### src/rtl/mul_seq_pkg.sv
// Shared ALU package: state encoding and default
// operand width for the sequential multiplier.
package mul_seq_pkg;

  localparam int WIDTH_DEF = 8;

  typedef enum logic [1:0] {
    IDLE = 2'd0,
    BUSY = 2'd1,
    DONE = 2'd2
  } state_e;

endpackage

### src/rtl/mul_seq_rca.sv
// 1-bit full adder cell and the N-bit
// ripple-carry adder chained from it.
module fa_1 (
  input  logic a,
  input  logic b,
  input  logic cin,
  output logic sum,
  output logic cout
);

  assign sum  = a ^ b ^ cin;
  assign cout = (a & b) | (cin & (a ^ b));

endmodule

module rca_n #(
  parameter int N = 8
) (
  input  logic [N-1:0] a,
  input  logic [N-1:0] b,
  input  logic         cin,
  output logic [N-1:0] sum,
  output logic         cout
);

  logic [N:0] c;

  assign c[0] = cin;
  assign cout = c[N];

  for (genvar i = 0; i < N; i++) begin : g_fa
    fa_1 u_fa (
      .a    (a[i]),
      .b    (b[i]),
      .cin  (c[i]),
      .sum  (sum[i]),
      .cout (c[i+1])
    );
  end

endmodule

### src/rtl/mul_seq.sv
// Shift-add multiplier, one multiplier bit per clock.
// Optional MUL_SEQ_SIGNED_EN adds sgn for two's complement.
module mul_seq
  import mul_seq_pkg::*;
#(
  parameter int WIDTH = WIDTH_DEF
) (
  input  logic               clk,
  input  logic               rst,
  input  logic               start,
`ifdef MUL_SEQ_SIGNED_EN
  input  logic               sgn,
`endif
  input  logic [WIDTH-1:0]   a,
  input  logic [WIDTH-1:0]   b,
  output logic               busy,
  output logic               done,
  output logic [2*WIDTH-1:0] product
);

  localparam int CW = (WIDTH > 2) ? $clog2(WIDTH) : 1;

  state_e state_q;
  state_e state_d;

  logic [WIDTH-1:0]   mcand;
  logic [WIDTH-1:0]   acc_hi;
  logic [WIDTH-1:0]   acc_lo;
  logic [CW-1:0]      cnt;
  logic [WIDTH-1:0]   addend;
  logic [WIDTH-1:0]   sum_lo;
  logic               sum_co;
  logic [2*WIDTH-1:0] nxt;
  logic [2*WIDTH-1:0] res;
  logic [WIDTH-1:0]   ma;
  logic [WIDTH-1:0]   mb;
  logic               accept;
  logic               last;

  assign accept = start && (state_q != BUSY);
  assign last   = (cnt == CW'(WIDTH - 1));
  assign busy   = (state_q == BUSY);
  assign done   = (state_q == DONE);

  assign addend = acc_lo[0] ? mcand : '0;

  rca_n #(
    .N (WIDTH)
  ) u_add (
    .a    (acc_hi),
    .b    (addend),
    .cin  (1'b0),
    .sum  (sum_lo),
    .cout (sum_co)
  );

  // carry-out shifts in as the new MSB
  assign nxt = {sum_co, sum_lo, acc_lo[WIDTH-1:1]};

`ifdef MUL_SEQ_SIGNED_EN
  logic neg;
  logic a_neg;
  logic b_neg;

  assign a_neg = sgn & a[WIDTH-1];
  assign b_neg = sgn & b[WIDTH-1];
  assign ma    = a_neg ? ('0 - a) : a;
  assign mb    = b_neg ? ('0 - b) : b;
  assign res   = neg ? ('0 - nxt) : nxt;

  // sign of the result, latched with the operands
  always_ff @(posedge clk or posedge rst) begin
    if (rst) begin
      neg <= 1'b0;
    end else if (accept) begin
      neg <= a_neg ^ b_neg;
    end
  end
`else
  assign ma  = a;
  assign mb  = b;
  assign res = nxt;
`endif

  // state register
  always_ff @(posedge clk or posedge rst) begin
    if (rst) begin
      state_q <= IDLE;
    end else begin
      state_q <= state_d;
    end
  end

  // next-state decode
  always_comb begin
    state_d = state_q;
    unique case (state_q)
      IDLE: begin
        if (start) state_d = BUSY;
      end
      BUSY: begin
        if (last) state_d = DONE;
      end
      DONE: begin
        state_d = start ? BUSY : IDLE;
      end
      default: state_d = IDLE;
    endcase
  end

  // operand capture, iteration and result latch
  always_ff @(posedge clk or posedge rst) begin
    if (rst) begin
      mcand   <= '0;
      acc_hi  <= '0;
      acc_lo  <= '0;
      cnt     <= '0;
      product <= '0;
    end else if (accept) begin
      mcand  <= ma;
      acc_lo <= mb;
      acc_hi <= '0;
      cnt    <= '0;
    end else if (state_q == BUSY) begin
      {acc_hi, acc_lo} <= nxt;
      cnt              <= cnt + CW'(1);
      if (last) product <= res;
    end
  end

endmodule

### config.mk
export PLATFORM = sky130hd
export DESIGN_NAME = mul_seq
export DESIGN_NICKNAME = d
export VERILOG_FILES = /design/src/rtl/mul_seq_pkg.sv /design/src/rtl/mul_seq_rca.sv /design/src/rtl/mul_seq.sv
export SDC_FILE = /design/constraint.sdc
export NUM_CORES = 1
export LEC_CHECK = 0
export CAP_MARGIN = 40
export CORE_ASPECT_RATIO = 0.7
export CORE_MARGIN = 5
export CORE_UTILIZATION = 47
export DETAILED_ROUTE_END_ITERATION = 8
export PLACE_DENSITY = 0.75
export SLEW_MARGIN = 20
export SYNTH_ARGS = -nofsm -noshare
export SYNTH_HDL_FRONTEND = slang
export SYNTH_SLANG_ARGS = --single-unit
export TNS_END_PERCENT = 1
### constraint.sdc
create_clock -name clk -period 2.9 [get_ports clk]
set_input_delay 0.435 -clock clk [delete_from_list [all_inputs] [get_ports clk]]
set_output_delay 0.435 -clock clk [all_outputs]
set_load 0.01 [all_outputs]
# Yosys cells after proc, flatten, opt, wreduce, memory -nomap -nowiden
# Index checks and enable logic that the tools add are counted.
classes:
  eq_ne: 6
  bitwise_logic: 38
  mux: 11
  n_addsub: 1
  div: 0
  shifts: 0
  n_mul: 0
  n_reduce_logical: 5
  magnitude_cmp: 0
ops:
  columns: ["operator", "count"]
  rows:
  - ["$mux W8", 5]
  - ["$and A1 B1 Y1", 15]
  - ["$xor A1 B1 Y1", 15]
  - ["$or A1 B1 Y1", 7]
  - ["$mux W3", 2]
  - ["$pmux W2 S3", 1]
  - ["$mux W2", 2]
  - ["$ne A2 B1 Y1 const B", 2]
  - ["$add A3 B1 Y3 const B", 1]
  - ["$eq A3 B3 Y1 const B", 1]
  - ["$reduce_and A3 Y1", 1]
  - ["$eq A2 B1 Y1 const B", 1]
  - ["$eq A2 B2 Y1 const B", 1]
  - ["$logic_not A2 Y1", 1]
  - ["$ne A2 B2 Y1 const B", 1]
  - ["$reduce_and A2 Y1", 1]
  - ["$reduce_bool A2 Y1", 1]
  - ["$logic_and A1 B1 Y1", 1]
  - ["$mux W1", 1]
  - ["$not A1 Y1", 1]
word_totals:
  latch_bits: 0
  ramBits: 0
  romBits: 0
  n_memories: 0
  ff_bits: 45
  output_inout_bits: 18
  in_bits: 19

# Depth between registers and ports, before layout
# Gate-level depths: netlist of run 1.
depth:
  depth_word: 18
  mapped_depth: 13

# Modules after synthesis
# From an unflattened synthesis of run 1, not the netlist that was laid out.
unflattened:
  cells_unflattened: 160
  area_unflattened_um2: 2058.2
by_module_without_submodules:
  columns: ["mod", "seq_area_each_um2", "area_each_um2", "cells_per_inst", "instances"]
  rows:
  - ["mul_seq", 1126.1, 1898.1, 152, 1]
  - ["fa_1", 0.0, 20.0, 1, 8]

# Worst setup path after synthesis of run 1
# OpenSTA, ideal clock, no wires.
synth_path:
  kind: "register to register"
  start: "register acc_lo[0]"
  end: "register product[14]"
  setup_time_ns: 0.083
  stages_incl_launch_ff: 14
  required_time_ns: 2.817
  arrival_time_ns: 3.031
  slack_ns: -0.213
  path_buffers: 0
  path_cell_list: "dfrtp_1 -> and2_1 -> ha_1 -> fa_1 -> inv_1 -> fa_1 -> fa_1 -> fa_1 -> inv_1 -> fa_1 -> fa_1 -> inv_1 -> fa_1 -> o21ai_0"
synth_via:
  elab_chain_len: 15
synth_lines:
  columns: ["element", "line", "text"]
  rows:
  - ["from (decl)", "mul_seq.sv:28", "logic [WIDTH-1:0] acc_lo;"]
  - ["from (signal assigned)", "mul_seq.sv:121", "acc_lo <= mb;"]
  - ["from (signal assigned)", "mul_seq.sv:125", "{acc_hi, acc_lo} <= nxt;"]
  - ["$mux W8 (*)", "mul_seq.sv:45", "assign addend = acc_lo[0] ? mcand : '0;"]
  - ["$and A1 B1 Y1 or $xor A1 B1 Y1 (tied branches)", "mul_seq_rca.sv:12", "assign cout = (a & b) | (cin & (a ^ b));"]
  - ["$and A1 B1 Y1", "mul_seq_rca.sv:12", null]
  - ["$or A1 B1 Y1", "mul_seq_rca.sv:12", null]
  - ["$and A1 B1 Y1", "mul_seq_rca.sv:12", null]
  - ["$or A1 B1 Y1", "mul_seq_rca.sv:12", null]
  - ["$and A1 B1 Y1", "mul_seq_rca.sv:12", null]
  - ["$or A1 B1 Y1", "mul_seq_rca.sv:12", null]
  - ["$and A1 B1 Y1", "mul_seq_rca.sv:12", null]
  - ["$or A1 B1 Y1", "mul_seq_rca.sv:12", null]
  - ["$and A1 B1 Y1", "mul_seq_rca.sv:12", null]
  - ["$or A1 B1 Y1", "mul_seq_rca.sv:12", null]
  - ["$and A1 B1 Y1", "mul_seq_rca.sv:12", null]
  - ["$or A1 B1 Y1", "mul_seq_rca.sv:12", null]
  - ["$xor A1 B1 Y1 (*)", "mul_seq_rca.sv:11", "assign sum = a ^ b ^ cin;"]
  - ["to (signal assigned)", "mul_seq.sv:127", "if (last) product <= res;"]
  - ["to (decl)", "mul_seq.sv:18", "output logic [2*WIDTH-1:0] product"]
# Every way passes the cells marked *; elsewhere a longest branch is shown, timed or not.
# A chain may end at the register's enable or synchronous reset.

# Worst setup path in the final report of run 1
layout_path:
  start: "register mcand[0]"
  end: "register product[14]"
layout_via:
  elab_chain_len: 15
layout_lines:
  columns: ["element", "line", "text"]
  rows:
  - ["from (decl)", "mul_seq.sv:26", "logic [WIDTH-1:0] mcand;"]
  - ["from (signal assigned)", "mul_seq.sv:120", "mcand <= ma;"]
  - ["$mux W8", "mul_seq.sv:45", null]
  - ["$and A1 B1 Y1 (2 in a row)", "mul_seq_rca.sv:12", null]
  - ["$or A1 B1 Y1", "mul_seq_rca.sv:12", null]
  - ["$and A1 B1 Y1", "mul_seq_rca.sv:12", null]
  - ["$or A1 B1 Y1", "mul_seq_rca.sv:12", null]
  - ["$and A1 B1 Y1", "mul_seq_rca.sv:12", null]
  - ["$or A1 B1 Y1", "mul_seq_rca.sv:12", null]
  - ["$and A1 B1 Y1", "mul_seq_rca.sv:12", null]
  - ["$or A1 B1 Y1", "mul_seq_rca.sv:12", null]
  - ["$and A1 B1 Y1", "mul_seq_rca.sv:12", null]
  - ["$or A1 B1 Y1", "mul_seq_rca.sv:12", null]
  - ["$and A1 B1 Y1", "mul_seq_rca.sv:12", null]
  - ["$or A1 B1 Y1", "mul_seq_rca.sv:12", null]
  - ["$xor A1 B1 Y1", "mul_seq_rca.sv:11", null]
# No other way between the ends.

==> results of run 1 <==
==> metrics by stage <==
| step | hold slack (ns) | instance area (µm²) | worst slack (ns) |
|---|---|---|---|
| after floorplan | 0.457 | 2120 | -0.195 |
| after global placement | 0.468 | 2520 | -0.231 |
| after detailed placement | 0.480 | 2520 | -0.326 |
| after CTS | 0.497 | 2680 | -0.364 |
| after global routing | 0.509 | 2710 | -0.361 |
| final | 0.492 | 2710 | -0.255 |
==> power groups by stage <==
stage          clock network [mW]  logic (mW)  registers [mW]
6_report                    0.557        1.25            1.11
5_1_grt                     0.600        1.38            1.15
4_1_cts                     0.570        1.22            1.10
3_5_place_dp                    0        1.18            1.11
3_3_place_gp                    0        1.16            1.10
2_1_floorplan                   0       0.751            1.13
==> state kept, by name, indices dropped and copies added, names as in the netlist <==
name and flops:
state_q 2, product 16, mcand 8, acc_hi 8
cnt 3, acc_lo 8
==> worst max-delay path, delay by kind of cell (launching register included) <==
| family | cells | cell delay, ns |
|---|---|---|
| AO/OA/AOI/OAI | 1 | 0.13 |
| flip-flops | 1 | 0.40 |
| AND/OR/NAND/NOR | 1 | 0.17 |
| adder cells (fa/ha/maj) | 8 | 2.22 |
| buffers and inverters | 3 | 0.16 |
==> logic make-up after synthesis <==
logic type	Yosys count	synth area share, %
AO/OA/AOI/OAI	24	5.84
AND/OR/NAND/NOR	40	9.67
flip-flops	45	53.1
adder cells (fa/ha/maj)	10	8.37
multiplexers	28	17.3
buffers and inverters	19	5.72
==> path summary, 6_finish.rpt <==
check                               from     endpoint  slack [ns]  depth (start not counted)
worst max register to register  mcand[0]  product[14]       -0.25                         13
min in group asynchronous            rst   product[4]        0.57                          3
worst min register to register    cnt[0]       cnt[0]        0.49                          1
max in group asynchronous            rst    acc_hi[7]        1.94                          3
worst min-delay path              cnt[0]       cnt[0]        0.49                          1
worst max-delay path            mcand[0]  product[14]       -0.25                         13
==> layout make-up <==
cell class                 count  area [µm²]
fill                         370        1650
sequential                    45        1130
multi-input combinational    102         911
timing repair buffer          44         420
clock buffer                   5        68.8
tap                           55        68.8
clock inverter                 3        65.1
inverter                      11        46.3
==> cells in the mapped netlist (all sizes together) <==
cell and count:
o22ai 1, o21ai 22, fa 7, mux2 19, mux2i 9, and2b 1
nand2 28, and2 4, ha 3, dfrtp 45, nand3 5, inv 11
nand3b 1, o31ai 1, clkbuf 2, nand2b 1, buf 6
==> per-layer routing <==
layer,global-route usage [%],vias to the layer above
li1,-,643
met4,4.46,0
met5,0,-
met1,19.8,675
met3,4.78,5
met2,22.9,28
==> what timing repair did <==
action                     in CTS  in global routing
gates resized for setup         8                  8
setup endpoints to repair       7                  8
buffers inserted                1                  1
pin swaps                       5                  9
==> flow_summary.toml, run 1 <==
[run_status]
run_status = "finished with violations"
violations = "setup timing"

[synth]
ys_seq_area_share_pct = 53.1
avgSynthCellArea_um2 = 12.8
synthCells = 166
synthesis.area_um2 = 2120
synth_nets = 195
synth_top_area_share_pct = 53.1
synth.largest_area_cell = "dfrtp_1"
synth.distinct_cells = 20
synth_area_leaders = "dfrtp_1 (53%), mux2_4 (12%), fa_1 (6.6%)"
yosysWarnings = 0
synth-seq-cells = 45

[finish]
layout_commonest_cell = "dfrtp_1"
final_cell_mix = "dfrtp_1 (45), clkdlybuf4s50_1 (36), nand2_1 (27)"
drive_gt1_share_pct = 24.3
post_layout_nonfiller_instances = 265
post-route-util_pct = 62.2
antennaDiodeCount = 0
synthToLayoutAreaGrowth_pct = 27.5
nNetsFinal = 238

[drt]
highest_layer = "met4"
met1_length_mm = 1.94
drt-total-wl_mm = 4.02
wire_per_inst_um = 15.2
drt-initial-drc-count = 49
final_antenna_net_count = 0
vias = 1351
viasPerCell = 5.10
drt_pre_antenna_iters = 4
met2_length_mm = 1.87
drc = 0
dr_wl_met3_um = 189

[grt]
grt_max_degree = 46
grt_overflow = 0
track_usage_pct = 14.7
grt_pass1_wl_mm = 6.79
grt_pass1_vias = 1349
grt_antenna_before_repair = 0

[hold_path]
hold_class = "flip-flop to flip-flop"

[sta]
slew-limit-headroom_pct = 62.6
rsz0062_at_grt = "yes"
fin_worst_skew_ns = 0.00838
setup_tns_ns = -0.923
period_share_pct = 109
fin_crit_ns = 3.15
setup_violations = 6
fmax_mhz = 317
fin_ws_ns = -0.255
drv_slew = 0
hold_violations = 0
tightest_slew_ns = 0.561

[worst_setup_path]
crit_type = "flip-flop to flip-flop"
crit_fanout = 2
worst-endpoint-arrival_ns = 3.38
crit_path_max_incr_delay_ns = 0.42
cp_data_required_time_ns = 3.12
endpoint_kind = "flip-flop"
crit_path_start_kind = "flip-flop"
cp_cell_sequence = "and2_4 > ha_4 > fa_2 > inv_2 > fa_2 > fa_2 > fa_2 > inv_2 > fa_2 > fa_2 > inv_2 > fa_1 > o21ai_1"
cpMostUsedCell = "fa_2"
slowest_stage = "fa_1"

[floorplanning]
row_count = 20
boundaryPins = 37
core_area_um2 = 4350
die_h_um = 66.2
start_util_pct = 48.7
die_area_um2 = 5980
die_w_um = 90.3

[clock_network]
numCtsBuffers = 5
clk_latency_ns = 0.30
htreeDepth = 2
clockBufferDepth = 2
cts.clk_slew.worst_paths_ns = 0.09
cts_tree = "built"
cts-root-buf = "clkbuf_8"
holdBufCountCts = 0
cts.sinks = 45

[pwr]
seqPwrFrac_pct = 38.1
p_int_mw = 1.97
comb_power_share_pct = 42.9
power.total_mw = 2.92
switching_power_mw = 0.954
p_sw_share_pct = 32.7
power.share.clock_pct = 19.1
peakVddDrop_uv = 531
p_leak_nw = 1.26
power_density_nw_per_um2 = 1080

[placement]
io_buffers = 36
dp.final_hpwl_mm = 2.71
dp_cells = 255
place.gp.congestion = 0.797

[job]
cap_violations = 0
No activity file was read; power rests on OpenSTA's default activity.
==> run 2, diff against run 1 <==
CORE_UTILIZATION = 52   (was 47)
PLACE_DENSITY = 0.79   (was 0.75)
clock period = 3.2 ns   (was 2.9 ns; I/O delays follow)
==> run 2 against run 1 <==
  * Clock power decreased by 11%
  * Clock-buffer cell count unchanged
  * Power shrank 11%
  * Clock skew hardly changed
  * Critical path depth unchanged
  * Sequential cell count unchanged
  * Register-to-register slack better by 0.29 ns
  * Maximum frequency down 0.22%
  * Highest routed layer unchanged
  * Critical endpoint is now acc_hi[6]
  * The run now ends clean
  * Sequential share of layout area is 0.27 points higher
  * Combinational power fell by 11%
==> flow_summary.toml, run 2 (synthesis results as in run 1) <==
[pwr]
seqPwrFrac_pct = 38.5
p_leak_nw = 1.25
comb_power_share_pct = 42.4
switching_power_mw = 0.852
peakVddDrop_uv = 473
power.total_mw = 2.61
p_sw_share_pct = 32.6
power.share.clock_pct = 19.0
power_density_nw_per_um2 = 972
p_int_mw = 1.76

[clock_network]
clk_latency_ns = 0.30
htreeDepth = 2
numCtsBuffers = 5
cts_tree = "built"
holdBufCountCts = 0
cts.sinks = 45
cts-root-buf = "clkbuf_8"
clockBufferDepth = 2
cts.clk_slew.worst_paths_ns = 0.08

[sta]
fmax_mhz = 316
hold_violations = 0
setup_violations = 0
worst_hold_slack_ns = 0.479
tightest_slew_ns = 0.662
drv_slew = 0
fin_crit_ns = 3.16
rsz0062_at_grt = "yes"
fin_worst_skew_ns = 0.00880
period_share_pct = 98.8
fin_ws_ns = 0.0384
slew-limit-headroom_pct = 55.6

[drt]
vias = 1288
viasPerCell = 4.95
drc = 0
drt_pre_antenna_iters = 4
final_antenna_net_count = 0
drt-total-wl_mm = 3.96
wire_per_inst_um = 15.2
drt-initial-drc-count = 62

[finish]
top_register = "product"
final_cell_mix = "dfrtp_1 (45), clkdlybuf4s50_1 (36), nand2_1 (27)"
n_fill_cell = 272
largest_reg_flops = 16
layout_commonest_cell = "dfrtp_1"
antennaDiodeCount = 0
fin_area_um2 = 2690
nNetsFinal = 236
synthToLayoutAreaGrowth_pct = 26.7
post_layout_nonfiller_instances = 260
drive_gt1_share_pct = 22.6

[floorplanning]
die_w_um = 86.4
core_area_um2 = 3920
row_count = 19
start_util_pct = 54.1
die_area_um2 = 5480
boundaryPins = 37
die_h_um = 63.4

[worst_setup_path]
crit_path_start_kind = "flip-flop"
endpoint_kind = "flip-flop"
worst-endpoint-arrival_ns = 3.34
crit_fanout = 2
crit_type = "flip-flop to flip-flop"
cp_data_required_time_ns = 3.38

[placement]
place.gp.congestion = 0.830
dp.final_hpwl_mm = 2.94
io_buffers = 36
dpl_cell_area_um2 = 2520
preCtsSetupSlack_ns = -0.0530
dp_cells = 251

[grt]
grt_overflow = 0
grt_pass1_wl_mm = 6.83
grt_pass1_vias = 1340
grt_antenna_before_repair = 0
track_usage_pct = 16.0
grt_max_degree = 28

[job]
cap_violations = 0

[hold_path]
hold_class = "flip-flop to flip-flop"

[run_status]
run_status = "finished clean"
==> run 2: per-layer routing <==
metal,vias to the layer above,GRT usage [%],wire (µm)
met3,5,4.17,188
li1,630,-,-
met5,-,0,0
met2,26,23.8,1820
met1,627,23.1,1910
met4,0,4.67,44
==> run 2: power groups by stage <==
stage | clock network (mW) | logic, mW | registers, mW
detailed placement | 0 | 1.07 | 1.01
floorplan | 0 | 0.677 | 1.02
finish | 0.498 | 1.11 | 1.01
global route | 0.531 | 1.23 | 1.05
global placement | 0 | 1.02 | 0.991
CTS | 0.504 | 1.10 | 1.00
==> run 2: critical path, stage by stage, from the launching register on <==
cell and delay [ns]:
dfrtp_1 0.37, and2_4 0.16, ha_4 0.14, fa_2 0.20, inv_2 0.04, fa_2 0.34
fa_2 0.35, fa_2 0.35, inv_2 0.06, fa_2 0.19, fa_2 0.19, inv_2 0.04
fa_1 0.55, o21ai_1 0.07
==> run 2: path summary, 6_finish.rpt <==
path	start	endpoint	slack, ns	cells past startpoint
max	mcand[0]	acc_hi[6]	0.04	13
min	product[15]	product[15]	0.48	2
max reg2reg	mcand[0]	acc_hi[6]	0.04	13
min reg2reg	product[15]	product[15]	0.48	2
max in group asynchronous	rst	product[7]	2.13	3
min in group asynchronous	rst	product[1]	0.50	2
==> run 2: metrics by stage <==
stage / utilization [%] / TNS [ns]
global placement: 63.8 / 0
CTS: 68.0 / 0
floorplan: - / 0
detailed placement: 64.2 / -0.0843
finish: 68.5 / 0
global route: 68.5 / -0.128
==> run 2: cell type report <==
| class | instances | area, µm² | share of cell area (%) |
|---|---|---|---|
| Tap cell | 52 | 65.1 | 2.42 |
| Clock inverter | 3 | 65.1 | 2.42 |
| Clock buffer | 5 | 68.8 | 2.56 |
| Multi-Input combinational cell | 102 | 905 | 33.6 |
| Sequential cell | 45 | 1130 | 41.9 |
| Timing Repair Buffer | 42 | 413 | 15.4 |
| Inverter | 11 | 46.3 | 1.72 |
==> run 2: what timing repair did <==
action	4_1_cts	5_1_grt
pin swaps	2	3
setup endpoints to repair	2	5
gates cloned	0	0
setup buffers	1	0
gates resized for setup	7	7
